--- src/rtl/mul_rr_scheduler.sv ---
// Round-robin scheduler in front of one shared signed multiplier.
// Grants at most one operation per cycle and returns each product with a one-hot done pulse.
module mul_rr_scheduler #(
    parameter int width     = 16,
    parameter int n_clients = 2,
    parameter int latency   = 2
) (
    input  logic                   clk,
    input  logic                   reset,
    input  logic [n_clients-1:0]   req,
    input  logic [width-1:0]       x [n_clients],
    input  logic [width-1:0]       y [n_clients],
    output logic [2*width-1:0]     prod,
    output logic [n_clients-1:0]   done,
    output logic [n_clients-1:0]   grant,
    output logic                   idle
);

    localparam int idx_w = (n_clients > 1) ? $clog2(n_clients) : 1;

    logic [idx_w-1:0]     last_grant_r;
    logic [idx_w-1:0]     cand_s;
    logic [idx_w-1:0]     win_idx_s;
    logic                 win_found_s;
    logic [n_clients-1:0] eligible_s;
    logic [n_clients-1:0] grant_s;
    logic [n_clients-1:0] in_flight_r;
    logic [n_clients-1:0] in_flight_s;
    logic [n_clients-1:0] grant_r;
    logic [n_clients-1:0] done_r;
    logic [n_clients-1:0] done_s;
    logic                 idle_r;

    logic                 stage_valid_r [latency];
    logic [idx_w-1:0]     stage_idx_r   [latency];
    logic [width-1:0]     stage_x_r     [latency];
    logic [width-1:0]     stage_y_r     [latency];

    logic [2*width-1:0]   mult_s;
    logic [2*width-1:0]   prod_r;

    // Round-robin pick: first eligible client after the last one granted.
    always_comb begin
        eligible_s  = req & ~in_flight_r;
        win_found_s = 1'b0;
        win_idx_s   = '0;
        cand_s      = '0;
        grant_s     = '0;
        for (int k = 0; k < n_clients; k++) begin
            cand_s = idx_w'((int'(last_grant_r) + 1 + k) % n_clients);
            if (!win_found_s && eligible_s[cand_s]) begin
                win_found_s = 1'b1;
                win_idx_s   = cand_s;
            end else begin
                win_found_s = win_found_s;
            end
        end
        for (int i = 0; i < n_clients; i++) begin
            grant_s[i] = win_found_s && (win_idx_s == idx_w'(i));
        end
        // A done bit releases its client on the edge that ends the pulse.
        in_flight_s = (in_flight_r & ~done_r) | grant_s;
    end

    // Full-precision signed product and completion decode at the last stage.
    always_comb begin
        mult_s = {{width{stage_x_r[latency-1][width-1]}}, stage_x_r[latency-1]} *
                 {{width{stage_y_r[latency-1][width-1]}}, stage_y_r[latency-1]};
        done_s = '0;
        for (int i = 0; i < n_clients; i++) begin
            done_s[i] = stage_valid_r[latency-1] && (stage_idx_r[latency-1] == idx_w'(i));
        end
    end

    // Arbitration state, in-flight tracking, grant and idle outputs.
    always_ff @(posedge clk or negedge reset) begin
        if (!reset) begin
            last_grant_r <= idx_w'(n_clients - 1);
            in_flight_r  <= '0;
            grant_r      <= '0;
            idle_r       <= 1'b1;
        end else begin
            in_flight_r <= in_flight_s;
            grant_r     <= grant_s;
            idle_r      <= (in_flight_s == '0) && (req == '0);
            if (win_found_s) begin
                last_grant_r <= win_idx_s;
            end else begin
                last_grant_r <= last_grant_r;
            end
        end
    end

    // Operand shift pipeline; stage 0 captures the winner's operands.
    always_ff @(posedge clk or negedge reset) begin
        if (!reset) begin
            for (int k = 0; k < latency; k++) begin
                stage_valid_r[k] <= 1'b0;
                stage_idx_r[k]   <= '0;
                stage_x_r[k]     <= '0;
                stage_y_r[k]     <= '0;
            end
        end else begin
            stage_valid_r[0] <= win_found_s;
            stage_idx_r[0]   <= win_idx_s;
            stage_x_r[0]     <= x[win_idx_s];
            stage_y_r[0]     <= y[win_idx_s];
            for (int k = 1; k < latency; k++) begin
                stage_valid_r[k] <= stage_valid_r[k-1];
                stage_idx_r[k]   <= stage_idx_r[k-1];
                stage_x_r[k]     <= stage_x_r[k-1];
                stage_y_r[k]     <= stage_y_r[k-1];
            end
        end
    end

    // Result register: prod holds its last value between completions.
    always_ff @(posedge clk or negedge reset) begin
        if (!reset) begin
            done_r <= '0;
            prod_r <= '0;
        end else begin
            done_r <= done_s;
            if (stage_valid_r[latency-1]) begin
                prod_r <= mult_s;
            end else begin
                prod_r <= prod_r;
            end
        end
    end

    assign prod  = prod_r;
    assign done  = done_r;
    assign grant = grant_r;
    assign idle  = idle_r;

endmodule
--- config.mk ---
export PLATFORM = sky130hd
export DESIGN_NAME = mul_rr_scheduler
export DESIGN_NICKNAME = d
export VERILOG_FILES = /design/src/rtl/mul_rr_scheduler.sv
export SDC_FILE = /design/constraint.sdc
export NUM_CORES = 1
export LEC_CHECK = 0
export BUFFER_PORTS_ARGS = -buffer_cell sky130_fd_sc_hd__buf_2
export CORE_AREA = 2 2 160 162
export DETAILED_ROUTE_END_ITERATION = 8
export DIE_AREA = 0 0 162 164
export GPL_TIMING_DRIVEN = 0
export PLACE_DENSITY = 0.75
export SYNTH_ARGS = -nofsm -noshare
export SYNTH_HDL_FRONTEND = slang
export SYNTH_SLANG_ARGS = --single-unit
export TNS_END_PERCENT = 1
--- constraint.sdc ---
create_clock -name clk -period 18.6 [get_ports clk]
set_input_delay 2.79 -clock clk [delete_from_list [all_inputs] [get_ports clk]]
set_output_delay 2.79 -clock clk [all_outputs]
set_load 0.02 [all_outputs]
==> results of run 1 <==
## sequential cells by signal, indices dropped and copies added, names as in the netlist
register and count:
grant 2, stage_x_r 32, idle 1, stage_idx_r 2
done 2, stage_valid_r 2, stage_y_r 32, in_flight_r 2
prod 32, last_grant_r 1
## cells by family (layout without fill, tap and decap cells)
family | count (synthesis) | count (layout) | share of synthesized area, %
simple gates | 367 | 367 | 13.2
buf+inv | 345 | 466 | 9.69
fa+ha+maj | 344 | 344 | 45.5
compound gates | 136 | 136 | 7.10
flops | 108 | 108 | 19.6
mux | 42 | 42 | 3.43
xor+xnor | 21 | 21 | 1.44
## layer usage
| layer | part of all wire (%) | GRT usage, % |
|---|---|---|
| met1 | 39 | 36.0 |
| met4 | 3.6 | 9.94 |
| met3 | 6.9 | 3.96 |
| met2 | 51 | 48.2 |
| met5 | 0 | 0 |
## through the flow
stage	hold WS [ns]	area, um2
6_report	0.346	15000
5_1_grt	0.352	15000
4_1_cts	0.351	15000
3_5_place_dp	0.335	14700
3_3_place_gp	0.332	14700
2_1_floorplan	0.331	13800
## synth_stat cells (all sizes together) (2+ instances only)
library cell	number	area share (%)
nor2b	3	0.14
nand2b	6	0.27
o21a	15	0.82
a31oi	8	0.41
ha	82	7.4
or4	2	0.11
and2	124	5.7
inv	293	8.0
nand2	160	4.4
o211ai	8	0.54
dfrtp	106	19
o21bai	4	0.25
and3	6	0.29
o31ai	7	0.38
a2111oi	2	0.26
a21oi	28	1.0
or3	3	0.14
dfstp	2	0.38
xor2	8	0.51
nand3	8	0.29
mux2	42	3.4
a211o	3	0.20
clkbuf	39	1.1
o21ai	25	0.96
o2111ai	3	0.19
a211oi	10	0.62
xnor2	12	0.76
buf	11	0.53
or3b	2	0.13
fa	262	38
nor3	11	0.40
nor2	33	0.90
a21o	11	0.61
nand4	6	0.27
## layout make-up
type | instances | area, um2 | area share, %
Timing Repair Buffer | 105 | 551 | 3.66
Multi-Input combinational cell | 910 | 9730 | 64.8
Buffer | 51 | 231 | 1.54
Inverter | 294 | 1100 | 7.34
Sequential cell | 108 | 2710 | 18.0
Clock inverter | 6 | 62.6 | 0.416
Clock buffer | 10 | 229 | 1.52
Tap cell | 330 | 413 | 2.75
## path summary, 6_finish.rpt
path	start	to	slack [ns]
hold / removal	stage_idx_r[1]	stage_idx_r[0]	0.35
min in group asynchronous	reset	in_flight_r[1]	2.40
setup reg to reg	stage_x_r[15]	prod[31]	11.54
hold reg to reg	stage_idx_r[1]	stage_idx_r[0]	0.35
max in group asynchronous	reset	stage_y_r[21]	15.47
setup / recovery	stage_x_r[15]	prod[31]	11.54
## worst register-to-register path, stage by stage, from the launching register on
cell and delay [ns]:
dfrtp_1 0.59, clkbuf_1 0.56, nand2_1 0.20, inv_1 0.17, fa_1 0.55, fa_1 0.94
fa_1 0.56, inv_1 0.13, fa_1 0.45, fa_1 0.48, fa_1 0.56, inv_1 0.06
ha_1 0.27, clkdlybuf4s50_2 0.56, nand2_1 0.10, nor2_1 0.04, a211oi_1 0.33, and3_1 0.21
o21ai_0 0.08, o2111ai_1 0.12
==> flow_metrics.tcl, run 1 <==
set metrics [dict create \
    finalSetupViolations 0 \
    fmax_ghz 0.142 \
    crit_family "adder cells" \
    vias_per_cell 5.51 \
    yosysUniqueCellTypes 68 \
    drtPass1Iterations 5 \
    fin_setup_tns_ns 0 \
    place_hpwl_mm 28.4 \
    yosysSeqAreaShare_pct 19.6 \
    tritoncts "yes" \
    antenna_cells 0 \
    fillCellCount 2156 \
    final_core_util_pct 60.6 \
    drt-initial-drc-count 582 \
    clock_path_buffers 2 \
    core-area_um2 24800 \
    cp_num_cells 19 \
    hold_viol 0 \
    finalMaxSlewViolations 0 \
    final_cell_mix "inv_1, fa_1, nand2_1, and2_1, buf_2" \
    track_usage_pct 27.8 \
    grt_pass1_wl_mm 56.2 \
    clock_skew_ns 0.0182 \
    cts_buffers 9 \
    gp_congestion 0.934 \
    wl_per_cell_um 19.0 \
    synth-edff-count 0 \
    fp.dieArea_um2 26600 \
    synth-seq-cells 108 \
    post-route-period-util_pct 38.0 \
    fin_nets 1891 \
    num_rows 58 \
    vias 9993 \
    clockRootBuffer "clkbuf_16" \
    start_util_pct 55.5 \
    slowest_stage "fa_1" \
    syn_nets 1775 \
    cp_max_fo 10 \
    drive_above_1_share_pct 13.1 \
    ys.flop_type "dfrtp_1" \
    io_pins 105 \
    syn_area_um2 13800 \
    critical_path.max_stage_delay_ns 0.94 \
    overflow 0 \
    htreeDepth 3 \
    yosysWarnings 0 \
    cpMostUsedCell "fa_1" \
    worst_ep_required_time_ns 18.88 \
    portBuffers 104 \
    async_flop_share_pct 100 \
    instances_no_fill 1814 \
    hold_depth 0 \
    setup_ws_ns 11.54 \
    rsz0062_at_grt "no" \
    arrival_ns 7.34 \
    critPathLaunchType "flop" \
    worst-path-buf-inv 5 \
    critPathKind "reg -> reg" \
    grt_pass1_vias 10800 \
    hold_buffers 0 \
    syn_area_per_cell_um2 10.1 \
    slew_headroom_pct 36.1 \
    cts.reportedPaths.clkPinSlew_ns 0.08 \
    crit_chain "clkbuf_1 -> nand2_1 -> inv_1 -> fa_1 -> fa_1 -> fa_1 -> inv_1 -> fa_1 -> fa_1 -> fa_1 -> inv_1 -> ha_1 -> clkdlybuf4s50_2 -> nand2_1 -> nor2_1 -> a211oi_1 -> and3_1 -> o21ai_0 -> o2111ai_1" \
    synth_cells 1363 \
    wl_mm 34.4 \
    drc 0 \
    antenna_left 0 \
    maxCapViolCount 0 \
    endpoint_kind "flop" \
    ctsResizeCount 0 \
    grt_max_degree 65 \
    clkLatencyLatePin_ns 0.37 \
    post-place-ws_ns 11.61 \
    dp.cells 1798 \
    min_path_type "reg -> reg" \
    period_needed_ns 7.06 \
    tightest_slew_ns 0.959 \
    cts.sinks 108 \
    die_h_um 164 \
    status "finished, final reports clean" \
    cts_setup_buffers 0 \
    final_common_cell "inv_1" \
    syn_to_final_growth_pct 9.11 \
    worstRegToRegCells 19 \
    die_w_um 162 \
    antenna_found_initial 0 \
]
Power of run 1 is not shown: default switching activity piles up to over one toggle a cycle in this logic, so the estimate is an artifact.
==> run 2, diff against run 1 <==
--- a/config.mk
+++ b/config.mk
@@ -10,7 +10,7 @@
 export DETAILED_ROUTE_END_ITERATION = 8
 export DIE_AREA = 0 0 162 164
 export GPL_TIMING_DRIVEN = 0
-export PLACE_DENSITY = 0.75
+export PLACE_DENSITY = 0.77
 export SYNTH_ARGS = -nofsm -noshare
 export SYNTH_HDL_FRONTEND = slang
 export SYNTH_SLANG_ARGS = --single-unit
==> constraint.sdc (replaced) <==
create_clock -name clk -period 6.39 [get_ports clk]
set_input_delay 0.9585 -clock clk [delete_from_list [all_inputs] [get_ports clk]]
set_output_delay 0.9585 -clock clk [all_outputs]
set_load 0.02 [all_outputs]
==> run 2 against run 1 <==
Compared with the run above:
- highest routed layer unchanged
- setup slack worse by 11 ns
- cell area is 0.94% higher
- non-clock buffer count increased by 6
- clock skew increased by 0.0026 ns
- via count shrank 0.67%
- largest cell class unchanged
- fmax rose by 13%
- utilization increased by 0.57 points
==> flow_metrics.tcl, run 2 (synthesis results as in run 1) <==
set metrics [dict create \
    die_h_um 164 \
    final_common_cell "inv_1" \
    syn_to_final_growth_pct 10.1 \
    grt_pass1_wl_mm 55.0 \
    status "finished, final reports clean" \
    slew_headroom_pct 39.2 \
    min_path_type "reg -> reg" \
    antenna_found_initial 1 \
    cts.sinks 108 \
    post-route-period-util_pct 97.4 \
    drt-initial-drc-count 510 \
    start_util_pct 55.5 \
    finalMaxSlewViolations 0 \
    critPathKind "reg -> reg" \
    tightest_slew_ns 0.912 \
    arrival_ns 6.48 \
    vias 9926 \
    grt_max_degree 63 \
    grt_pass1_vias 10500 \
    portBuffers 104 \
    htreeDepth 3 \
    finalSetupViolations 0 \
    endpoint_kind "flop" \
    final_cell_mix "inv_1, fa_1, nand2_1, and2_1, buf_2" \
    track_usage_pct 27.3 \
    critical_path.max_stage_delay_ns 0.55 \
    fmax_ghz 0.161 \
    tritoncts "yes" \
    antenna_cells 0 \
    num_rows 58 \
    io_pins 105 \
    hold_viol 0 \
    wl_mm 34.1 \
    core-area_um2 24800 \
    slowest_stage "fa_1" \
    drtPass1Iterations 5 \
    wl_per_cell_um 18.7 \
    worst-path-buf-inv 4 \
    instances_no_fill 1820 \
    cts.reportedPaths.clkPinSlew_ns 0.08 \
    die_w_um 162 \
    overflow 0 \
    clock_path_buffers 2 \
    rsz0062_at_grt "no" \
    fp.dieArea_um2 26600 \
    crit_chain "clkbuf_2 -> nand2_1 -> fa_1 -> fa_1 -> fa_1 -> inv_1 -> fa_1 -> fa_1 -> inv_1 -> fa_1 -> inv_1 -> ha_1 -> nand2_1 -> o21ba_2 -> and2_4 -> a2111oi_4 -> o32ai_1 -> a221o_1" \
    maxCapViolCount 0 \
    dp.cells 1798 \
    cpMostUsedCell "fa_1" \
    hold_buffers 0 \
    vias_per_cell 5.45 \
    period_needed_ns 6.22 \
    fin_nets 1897 \
    drc 0 \
    antenna_left 0 \
    crit_family "adder cells" \
    cp_max_fo 10 \
    cts_buffers 9 \
    worst_ep_required_time_ns 6.65 \
    place_hpwl_mm 27.8 \
    critPathLaunchType "flop" \
    clkLatencyLatePin_ns 0.37 \
    clockRootBuffer "clkbuf_16" \
    drive_above_1_share_pct 16.8 \
    clock_skew_ns 0.0209 \
    gp_congestion 0.936 \
]
[run 2: final cells by class]
| class | instances | area [um2] |
|---|---|---|
| Buffer | 50 | 290 |
| Clock buffer | 10 | 229 |
| Clock inverter | 6 | 47.5 |
| Fill cell | 2061 | 9650 |
| Inverter | 294 | 1100 |
| Multi-Input combinational cell | 910 | 9760 |
| Sequential cell | 108 | 2720 |
| Tap cell | 330 | 413 |
| Timing Repair Buffer | 112 | 603 |
[run 2: worst reg2reg max path: cells and delay by family, from the launching register on]
family / cells / cell delay [ns]
adders and majority gates: 7 / 3.46
DFF: 1 / 0.52
buffers and inverters: 4 / 0.53
and+or+nand+nor: 3 / 0.43
AOI/OAI and AO/OA: 4 / 1.18
[run 2: final timing paths]
path,startpoint,endpoint,slack [ns],cells past startpoint
min reg2reg,stage_y_r[17],stage_y_r[1],0.34,0
max in group asynchronous,reset,stage_x_r[5],5.08,2
max reg2reg,stage_y_r[3],prod[30],0.17,18
min in group asynchronous,reset,in_flight_r[0],0.57,1
min,stage_y_r[17],stage_y_r[1],0.34,0
max,stage_y_r[3],prod[30],0.17,18
[run 2: what timing repair did]
action                     in CTS  in global routing
resized for setup              30                 52
cloned                          0                  0
setup endpoints to repair      10                 11
pin swaps                       1                  4
buffers inserted                2                  5
[run 2: layer usage]
layer | share of wire, % | track usage [%]
met5 | 0 | 0
met4 | 3.7 | 9.45
met3 | 7.0 | 4.14
met2 | 50 | 46.8
met1 | 39 | 35.8
[run 2: stage by stage]
stage | util (%) | TNS, ns | hold WS (ns) | setup WS [ns] | area [um2]
floorplan | - | 0 | 0.331 | 0.488 | 13800
global placement | 59.3 | -2.42 | 0.332 | -0.455 | 14700
detailed placement | 59.4 | -2.64 | 0.335 | -0.504 | 14700
CTS | 60.7 | 0 | 0.342 | 0.0299 | 15100
global route | 61.1 | 0 | 0.351 | 0.000858 | 15200
finish | 61.1 | 0 | 0.343 | 0.167 | 15200
Power of run 2 is left out for the same reason.
==> run 3, diff against run 2 <==
--- a/config.mk
+++ b/config.mk
@@ -11,6 +11,7 @@
 export DIE_AREA = 0 0 162 164
 export GPL_TIMING_DRIVEN = 0
 export PLACE_DENSITY = 0.77
+export RECOVER_POWER = 100
 export SYNTH_ARGS = -nofsm -noshare
 export SYNTH_HDL_FRONTEND = slang
 export SYNTH_SLANG_ARGS = --single-unit
==> run 3 against run 2 <==
Compared with the run above:
- the flow now finishes with violations (capacitance limit, slew limit)
- sequential cell count did not move
- utilization down 0.29 points
- worst hold slack is essentially flat
- setup slack lost 0.0049 ns
- first-iteration DRC count is 13% higher
- clock skew about the same
==> flow_metrics.tcl, run 3 (synthesis results as in run 1) <==
set metrics [dict create \
    arrival_ns 6.49 \
    crit_chain "clkbuf_2 -> nand2_1 -> fa_1 -> fa_1 -> fa_1 -> inv_1 -> fa_1 -> fa_1 -> inv_1 -> fa_1 -> inv_1 -> ha_1 -> nand2_1 -> o21ba_2 -> and2_4 -> a2111oi_4 -> o32ai_1 -> a221o_1" \
    tightest_slew_ns 2.42 \
    cts_buffers 9 \
    ff_latch_area_um2 2720 \
    multiInputGateArea_um2 9750 \
    drc 0 \
    portBuffers 104 \
    clock_path_buffers 2 \
    critical_path.max_stage_delay_ns 0.55 \
    final_cell_mix "inv_1, fa_1, nand2_1, and2_1, dfrtp_1" \
    fmax_ghz 0.161 \
    htreeDepth 3 \
    post-route-period-util_pct 97.5 \
    cpMostUsedCell "fa_1" \
    vias 9927 \
    core-area_um2 24800 \
    finalMaxSlewViolations 47 \
    clock_skew_ns 0.0206 \
    wl_per_cell_um 18.7 \
    rsz0062_at_grt "no" \
    clockRootBuffer "clkbuf_16" \
    fp.dieArea_um2 26600 \
    slew_headroom_pct -61.5 \
    endpoint_kind "flop" \
    vias_per_cell 5.45 \
    grt_pass1_vias 10500 \
    tritoncts "yes" \
    drive_above_1_share_pct 13.9 \
    min_path_type "reg -> reg" \
    io_pins 105 \
    cts.sinks 108 \
    final_common_cell "inv_1" \
    num_rows 58 \
    antenna_found_initial 1 \
    clkLatencyLatePin_ns 0.37 \
    period_needed_ns 6.23 \
    finalSetupViolations 0 \
    worst_ep_required_time_ns 6.65 \
    maxCapViolCount 1 \
    overflow 0 \
    hold_buffers 0 \
    place_hpwl_mm 27.8 \
    track_usage_pct 27.3 \
    gp_congestion 0.936 \
    status "complete, but fails checks" \
    hold_viol 0 \
    drtPass1Iterations 5 \
    critPathKind "reg -> reg" \
    wl_mm 34.1 \
    drt-initial-drc-count 577 \
    slowest_stage "fa_1" \
    antenna_left 0 \
    critPathLaunchType "flop" \
    grt_max_degree 63 \
    die_h_um 164 \
    antenna_cells 0 \
    start_util_pct 55.5 \
    fin_nets 1897 \
    grt_pass1_wl_mm 55.0 \
    violations "capacitance limit, slew limit" \
    fillCellCount 2084 \
    die_w_um 162 \
    syn_to_final_growth_pct 9.61 \
    cp_max_fo 10 \
    cts.reportedPaths.clkPinSlew_ns 0.08 \
    final_core_util_pct 60.8 \
]
==> run 3: cell count changes in the layout (fill, tap and decap cells not counted), moves of 3 or more <==
cell	previous run	this run
and2_0	0	3
and2_1	123	120
buf_2	110	72
clkbuf_1	12	52
==> run 3: final timing paths <==
path / start / end / slack, ns / cells after the start
setup / recovery: stage_y_r[3] / prod[30] / 0.16 / 18
hold / removal: stage_y_r[17] / stage_y_r[1] / 0.34 / 0
setup reg to reg: stage_y_r[3] / prod[30] / 0.16 / 18
hold reg to reg: stage_y_r[17] / stage_y_r[1] / 0.34 / 0
max in group asynchronous: reset / stage_x_r[12] / 3.51 / 1
min in group asynchronous: reset / in_flight_r[0] / 1.32 / 1
==> run 3: per-stage QoR <==
stage	hold slack, ns	setup TNS, ns	instances	worst slack, ns	area [um2]
floorplan	0.331	0	1363	0.488	13800
global placement	0.332	-2.42	1797	-0.455	14700
detailed placement	0.335	-2.64	1798	-0.504	14700
CTS	0.342	0	1816	0.0299	15100
global route	0.351	0	1820	0.000858	15100
finish	0.343	0	1820	0.162	15100
==> run 3: repair_timing <==
item                                    4_1_cts  5_1_grt
endpoints found under the hold margin         0        0
pin swaps                                     1        4
buffers inserted                              2        5
endpoints found under the setup margin       10       11
resized for setup                            30       52
==> run 3: area by class of cell <==
type                            instances  area share, %
Clock inverter                          6          0.315
Sequential cell                       108           18.0
Multi-Input combinational cell        910           64.6
Clock buffer                           10           1.52
Inverter                              294           7.31
Buffer                                 50           1.86
Tap cell                              330           2.73
Timing Repair Buffer                  112           3.66
==> run 3: critical path: cells and delay by family, from the launching register on <==
family | cells | cell delay [ns]
AOI/OAI and AO/OA | 4 | 1.18
adders and majority gates | 7 | 3.46
buffers and inverters | 4 | 0.53
DFF | 1 | 0.52
and+or+nand+nor | 3 | 0.42
==> run 3: layer usage <==
metal  part of all wire, %  up-vias  global-route usage [%]  wire length [um]
li1                      -     4400                       -                 -
met1                    40     5087                    35.8             13600
met2                    50      364                    46.8             17200
met3                   6.5       76                    4.14              2220
met4                   3.3        0                    9.45              1110
met5                     0        -                       0                 0
Power of run 3 is left out for the same reason.
